## config.mk

```make
export PLATFORM = sky130hd
export DESIGN_NAME = lsu_ctrl
export DESIGN_NICKNAME = d
export VERILOG_FILES = /design/src/rtl/utils_pkg.sv /design/src/rtl/lsu_load_align.sv /design/src/rtl/lsu_ctrl.sv
export SDC_FILE = /design/constraint.sdc
export NUM_CORES = 1
export LEC_CHECK = 0
export CORE_MARGIN = 5
export CORE_UTILIZATION = 49
export CTS_CLUSTER_SIZE = 12
export DETAILED_ROUTE_END_ITERATION = 10
export PLACE_DENSITY = 0.86
export RECOVER_POWER = 100
export SETUP_SLACK_MARGIN = 0.5
export SLEW_MARGIN = 15
export SYNTH_ARGS = -nofsm -noshare
export SYNTH_HDL_FRONTEND = slang
export SYNTH_SLANG_ARGS = --single-unit
```

## constraint.sdc

```tcl
create_clock -name clk -period 3.01 [get_ports clk]
set_input_delay 0.301 -clock clk [delete_from_list [all_inputs] [get_ports clk]]
set_output_delay 0.301 -clock clk [all_outputs]
set_load 0.02 [all_outputs]
```

## src/rtl/utils_pkg.sv

```systemverilog
// Shared datapath helpers: sign/zero extenders, LSU access size and byte-enable mask.
// Pure types and functions; no latency and no flow control.
package utils_pkg;

  localparam int DATA_WIDTH = 64;

  typedef enum logic [1:0] {
    LSU_B = 2'b00,
    LSU_H = 2'b01,
    LSU_W = 2'b10,
    LSU_D = 2'b11
  } lsu_size_e;

  function automatic logic [63:0] sext_8(input logic [7:0] v);
    return {{56{v[7]}}, v};
  endfunction

  function automatic logic [63:0] zext_8(input logic [7:0] v);
    return {56'b0, v};
  endfunction

  function automatic logic [63:0] sext_16(input logic [15:0] v);
    return {{48{v[15]}}, v};
  endfunction

  function automatic logic [63:0] zext_16(input logic [15:0] v);
    return {48'b0, v};
  endfunction

  function automatic logic [63:0] sext_32(input logic [31:0] v);
    return {{32{v[31]}}, v};
  endfunction

  function automatic logic [63:0] zext_32(input logic [31:0] v);
    return {32'b0, v};
  endfunction

  // Lanes past byte 7 are dropped; only aligned accesses ever reach memory.
  function automatic logic [7:0] be_mask(input lsu_size_e size, input logic [2:0] off);
    logic [7:0] m;
    case (size)
      LSU_B:   m = 8'h01;
      LSU_H:   m = 8'h03;
      LSU_W:   m = 8'h0F;
      default: m = 8'hFF;
    endcase
    return m << off;
  endfunction

endpackage

```

## src/rtl/lsu_load_align.sv

```systemverilog
// Load formatter: shifts the addressed lane of a doubleword down and sign/zero extends it.
// Combinational, zero latency; no flow control.
module lsu_load_align
  import utils_pkg::*;
(
  input  logic [63:0] i_rdata,
  input  logic [2:0]  i_off,
  input  lsu_size_e   i_size,
  input  logic        i_unsigned,
  output logic [63:0] o_data
);

  logic [63:0] w_sh;

  assign w_sh = i_rdata >> {i_off, 3'b000};

  always_comb begin
    o_data = w_sh;
    case (i_size)
      LSU_B:   o_data = i_unsigned ? zext_8(w_sh[7:0])   : sext_8(w_sh[7:0]);
      LSU_H:   o_data = i_unsigned ? zext_16(w_sh[15:0]) : sext_16(w_sh[15:0]);
      LSU_W:   o_data = i_unsigned ? zext_32(w_sh[31:0]) : sext_32(w_sh[31:0]);
      default: o_data = w_sh;
    endcase
  end

endmodule

```

## src/rtl/lsu_ctrl.sv

```systemverilog
// Single-outstanding load/store sequencer: accept -> mem req/gnt -> rvalid -> one-cycle resp (min 4 cycles, misaligned 2).
// req_ready is low from accept until the response cycle has passed; mem_* held stable until mem_gnt.
module lsu_ctrl
  import utils_pkg::*;
#(
  parameter int ADDR_WIDTH = 64
)(
  input  logic                  clk,
  input  logic                  rst_n,
  input  logic                  req_valid,
  output logic                  req_ready,
  input  logic                  req_we,
  input  logic [1:0]            req_size,
  input  logic                  req_unsigned,
  input  logic [ADDR_WIDTH-1:0] req_addr,
  input  logic [DATA_WIDTH-1:0] req_wdata,
  input  logic [4:0]            req_rd,
  output logic                  resp_valid,
  output logic [DATA_WIDTH-1:0] resp_data,
  output logic [4:0]            resp_rd,
  output logic                  resp_misalign,
  output logic                  mem_req,
  input  logic                  mem_gnt,
  output logic                  mem_we,
  output logic [ADDR_WIDTH-1:0] mem_addr,
  output logic [DATA_WIDTH-1:0] mem_wdata,
  output logic [7:0]            mem_be,
  input  logic                  mem_rvalid,
  input  logic [DATA_WIDTH-1:0] mem_rdata
);

  typedef enum logic [1:0] {IDLE, REQ, WAIT, RESP} lsu_state_e;

  lsu_state_e            r_state, w_state_nxt;
  logic                  r_we, w_we_nxt;
  lsu_size_e             r_size, w_size_nxt;
  logic                  r_uns, w_uns_nxt;
  logic [2:0]            r_off, w_off_nxt;
  logic [4:0]            r_rd, w_rd_nxt;
  logic                  r_mem_req, w_mem_req_nxt;
  logic                  r_mem_we, w_mem_we_nxt;
  logic [ADDR_WIDTH-1:0] r_mem_addr, w_mem_addr_nxt;
  logic [DATA_WIDTH-1:0] r_mem_wdata, w_mem_wdata_nxt;
  logic [7:0]            r_mem_be, w_mem_be_nxt;
  logic                  r_resp_valid, w_resp_valid_nxt;
  logic [DATA_WIDTH-1:0] r_resp_data, w_resp_data_nxt;
  logic [4:0]            r_resp_rd, w_resp_rd_nxt;
  logic                  r_resp_mis, w_resp_mis_nxt;

  lsu_size_e             w_req_size;
  logic                  w_misalign;
  logic [DATA_WIDTH-1:0] w_load;

  assign w_req_size = lsu_size_e'(req_size);

  always_comb begin
    w_misalign = 1'b0;
    case (w_req_size)
      LSU_H:   w_misalign = req_addr[0];
      LSU_W:   w_misalign = |req_addr[1:0];
      LSU_D:   w_misalign = |req_addr[2:0];
      default: w_misalign = 1'b0;
    endcase
  end

  lsu_load_align u_load_align (
    .i_rdata    (mem_rdata),
    .i_off      (r_off),
    .i_size     (r_size),
    .i_unsigned (r_uns),
    .o_data     (w_load)
  );

  always_comb begin
    w_state_nxt      = r_state;
    w_we_nxt         = r_we;
    w_size_nxt       = r_size;
    w_uns_nxt        = r_uns;
    w_off_nxt        = r_off;
    w_rd_nxt         = r_rd;
    w_mem_req_nxt    = r_mem_req;
    w_mem_we_nxt     = r_mem_we;
    w_mem_addr_nxt   = r_mem_addr;
    w_mem_wdata_nxt  = r_mem_wdata;
    w_mem_be_nxt     = r_mem_be;
    w_resp_valid_nxt = 1'b0;
    w_resp_data_nxt  = r_resp_data;
    w_resp_rd_nxt    = r_resp_rd;
    w_resp_mis_nxt   = 1'b0;
    case (r_state)
      IDLE: begin
        if (req_valid) begin
          w_we_nxt   = req_we;
          w_size_nxt = w_req_size;
          w_uns_nxt  = req_unsigned;
          w_off_nxt  = req_addr[2:0];
          w_rd_nxt   = req_rd;
          if (w_misalign) begin
            w_state_nxt      = RESP;
            w_resp_valid_nxt = 1'b1;
            w_resp_mis_nxt   = 1'b1;
            w_resp_data_nxt  = '0;
            w_resp_rd_nxt    = req_rd;
          end else begin
            w_state_nxt     = REQ;
            w_mem_req_nxt   = 1'b1;
            w_mem_we_nxt    = req_we;
            w_mem_addr_nxt  = {req_addr[ADDR_WIDTH-1:3], 3'b000};
            w_mem_wdata_nxt = req_wdata << {req_addr[2:0], 3'b000};
            w_mem_be_nxt    = be_mask(w_req_size, req_addr[2:0]);
          end
        end
      end
      REQ: begin
        if (mem_gnt) begin
          w_state_nxt   = WAIT;
          w_mem_req_nxt = 1'b0;
        end
      end
      WAIT: begin
        if (mem_rvalid) begin
          w_state_nxt      = RESP;
          w_resp_valid_nxt = 1'b1;
          w_resp_data_nxt  = r_we ? '0 : w_load;
          w_resp_rd_nxt    = r_rd;
        end
      end
      default: w_state_nxt = IDLE;
    endcase
  end

  always_ff @(posedge clk or negedge rst_n) begin
    if (!rst_n) begin
      r_state      <= IDLE;
      r_we         <= 1'b0;
      r_size       <= LSU_B;
      r_uns        <= 1'b0;
      r_off        <= '0;
      r_rd         <= '0;
      r_mem_req    <= 1'b0;
      r_mem_we     <= 1'b0;
      r_mem_addr   <= '0;
      r_mem_wdata  <= '0;
      r_mem_be     <= '0;
      r_resp_valid <= 1'b0;
      r_resp_data  <= '0;
      r_resp_rd    <= '0;
      r_resp_mis   <= 1'b0;
    end else begin
      r_state      <= w_state_nxt;
      r_we         <= w_we_nxt;
      r_size       <= w_size_nxt;
      r_uns        <= w_uns_nxt;
      r_off        <= w_off_nxt;
      r_rd         <= w_rd_nxt;
      r_mem_req    <= w_mem_req_nxt;
      r_mem_we     <= w_mem_we_nxt;
      r_mem_addr   <= w_mem_addr_nxt;
      r_mem_wdata  <= w_mem_wdata_nxt;
      r_mem_be     <= w_mem_be_nxt;
      r_resp_valid <= w_resp_valid_nxt;
      r_resp_data  <= w_resp_data_nxt;
      r_resp_rd    <= w_resp_rd_nxt;
      r_resp_mis   <= w_resp_mis_nxt;
    end
  end

  assign req_ready     = (r_state == IDLE);
  assign resp_valid    = r_resp_valid;
  assign resp_data     = r_resp_data;
  assign resp_rd       = r_resp_rd;
  assign resp_misalign = r_resp_mis;
  assign mem_req       = r_mem_req;
  assign mem_we        = r_mem_we;
  assign mem_addr      = r_mem_addr;
  assign mem_wdata     = r_mem_wdata;
  assign mem_be        = r_mem_be;

  // Stray rvalid outside WAIT is legal after a reset (stale ack), so it is flagged, not treated as an error.
  cover property (@(posedge clk) disable iff (!rst_n) mem_rvalid && (r_state != WAIT));

endmodule

```

==> metrics.csv <==
metric;value;unit
p_leak;8.02;nW
cp_max_fo;19;
die_w;164;um
crit-reg2reg-launch;r_state[1];
syn_area;0.0117;sq mm
worstPathCellList;inv_1, ha_1, nand2_1, nor2_1, clkbuf_2, nand2_1, nand2_1;
area_delta_synth_final;43.6;%
ys_ff_latch;220;
routabilityCongestion;0.989;
clock_path_buffers;3;
synth.distinct_cells;52;
crit_required;3.46;ns
clkTransAtPathRegs;0.06;ns
grt_max_degree;88;
synthArstFlopShare;1.00;
worstMarginPinSlew;1.13;ns
dieArea;0.0270;sq mm
cts_tree;built;
postSynthAreaPerCell;9.10;sq um
end_kind;flop;
io_pins;416;
synth_flop_cell;dfrtp_1;
setup.worst_path.start;r_state[1];
final_nets;1860;
finalWirelength;45400;um
multi_input_area;0.00557;sq mm
slew_viol_final;0;
ys_seq_area_frac;0.471;
drt_iter0_markers;1053;
timing.fmax;396;MHz
portBuffers;412;
cellPowerDensity;1030;mW/mm^2
vias_per_cell;5.79;
crit_arrival;2.98;ns
yosys_warnings;0;
fin_skew;0.0131;ns
finalCriticalPeriod;2.53;ns
overflow;0;
cts_root_buf;clkbuf_16;
grt_usage;0.327;
hold_viol;0;
syn-instance-count;1284;
criticalPathCategory;flop to flop;
coreArea;0.0235;sq mm
grt_pass1_wl;68600;um
max-vdd-ir-drop;666;uV
grt_pass1_vias;11800;
antenna_found_initial;3;
maxCapViolCount;0;
post-route-period-util;0.839;
insertion_delay;0.53;ns
drt-wirelength-per-cell;22.8;um
outcome;completed;
startpoint_type;flop;
chipHeight;164;um
htree_levels;1;
ant_nets;0;
rsz0062_at_grt;false;
cts_sinks;220;
cts_buffers;25;
seq_area;0.00551;sq mm
setup_viol;0;
setup_tns;0;ns
drc;0;
fillCellCount;1806;
vias;11500;
holdCritPathClass;primary input to asynchronous set/reset pin;
synth_edf_count;0;
drive_gt1_frac;0.0678;
cp_slowest_cell;nor2_1;
final_core_util;0.714;
core.rowCount;56;
dp_hpwl;33500;um
crit_path_frequent_cell;nand2_1;
initial_core_util;0.498;
drt-pass1-iter-count;6;
critical_path.max_stage_delay;0.55;ns
slew_headroom;0.243;
==> final timing paths <==
kind	slack [ns]	cells past startpoint	end
hold / removal	0.25	2	resp_data[59]
setup / recovery	0.48	7	mem_addr[16]
hold reg to reg	0.46	2	mem_wdata[63]
setup reg to reg	0.48	7	mem_addr[16]
max in group asynchronous	1.36	3	resp_data[22]
min in group clk	0.28	2	r_off[0]
==> worst max-delay path: cells and delay by family, from the launching register on <==
family / cells / cell delay [ns]
DFF: 1 / 0.41
adders and majority gates: 1 / 0.34
buffers and inverters: 2 / 0.57
and+or+nand+nor: 4 / 1.13
==> registers in the layout, indices dropped and copies added, names as in the netlist <==
signal and count:
r_off 3, mem_we 1, r_rd 5, r_size 2, r_we 1, resp_valid 1
mem_be 8, resp_rd 5, r_uns 1, resp_misalign 1, mem_wdata 64, resp_data 64
r_state 2, mem_req 1, mem_addr 61
==> logic make-up (layout without fill, tap and decap cells) <==
family | count (synthesis) | in the layout | share of synthesized area
muxes | 139 | 139 | 0.140
and+or+nand+nor | 528 | 528 | 0.180
DFF | 220 | 220 | 0.471
adders and majority gates | 4 | 4 | 0.00429
AOI/OAI and AO/OA | 281 | 281 | 0.161
buffers and inverters | 111 | 492 | 0.0435
other | 1 | 6 | 0.000321
==> cells in the final DEF, fill, tap and decap left out, drive strengths merged, types with 5 or more instances in the layout <==
cell and instances:
nor2b 8, mux4 18, nand2b 5, or3 8, inv 8, o21ai 108, clkdlybuf4s50 201, o21a 17
a21oi 50, a31oi 15, clkbuf 45, a211oi 9, nand3 11, o22a 7, a32oi 19, nor2 78
a22o 11, mux2i 107, o211ai 10, mux2 14, dfrtp 220, buf 23, nand2 405, o31ai 21
dlygate4sd3 209
==> through the flow <==
step | cells | hold WS (ns) | setup WS (ns) | area (sq um) | power (mW)
6_report | 1989 | 0.251 | 0.484 | 16800 | 17.3
5_1_grt | 1988 | 0.276 | 0.348 | 16800 | 18.2
4_1_cts | 1986 | 0.248 | 0.515 | 16900 | 18.0
3_5_place_dp | 1940 | 0.196 | 0.356 | 16000 | 14.7
3_3_place_gp | 1940 | 0.196 | 0.363 | 16000 | 14.5
2_1_floorplan | 1286 | 0.00541 | 0.910 | 11700 | 10.2
==> layer usage <==
metal  global-route usage  vias to the layer above  part of all wire  wire (um)
met4                0.137                        2             0.048       2180
met5                    0                        -           0.00022         10
met2                0.563                      660              0.50      22500
met1                0.388                     5576              0.35      16100
met3               0.0893                      125              0.10       4570
li1                     -                     5152                 -          -
==> Yosys cell counts (17+ instances only) <==
cell type    n  area (sq um)
o21ai_2     32           280
a21oi_1     50           250
o21ai_0     68           340
mux4_2      18           405
mux2i_1    107          1070
a32oi_1     19           166
buf_2       30           150
o21a_1      17           128
o31ai_1     21           158
nand2_1    404          1520
dfrtp_1    220          5510
clkbuf_1    51           191
nor2_1      78           293
==> final cells by class <==
class | instances | area share
diodes | 3 | 0.000448
clock buffers | 37 | 0.0448
flip-flops and latches | 220 | 0.328
well taps | 319 | 0.0238
multi-input cells | 955 | 0.332
repair buffers | 441 | 0.262
inverters | 7 | 0.00157
clock inverters | 7 | 0.00701
==> report_power, final <==
group          switching [mW]  internal, mW
clock network            1.26          1.98
logic                    5.29          3.58
registers               0.847          4.33
total                    7.40          9.88
==> repair_timing <==
action | in CTS | in global routing
buffers inserted | 1 | 0
hold endpoints to repair | 32 | 0
hold buffers | 1 | 0
resized for setup | 0 | 3
pin swaps | 1 | 0
setup endpoints to repair | 30 | 40
Note: power is estimated with default switching activity, not from simulation.
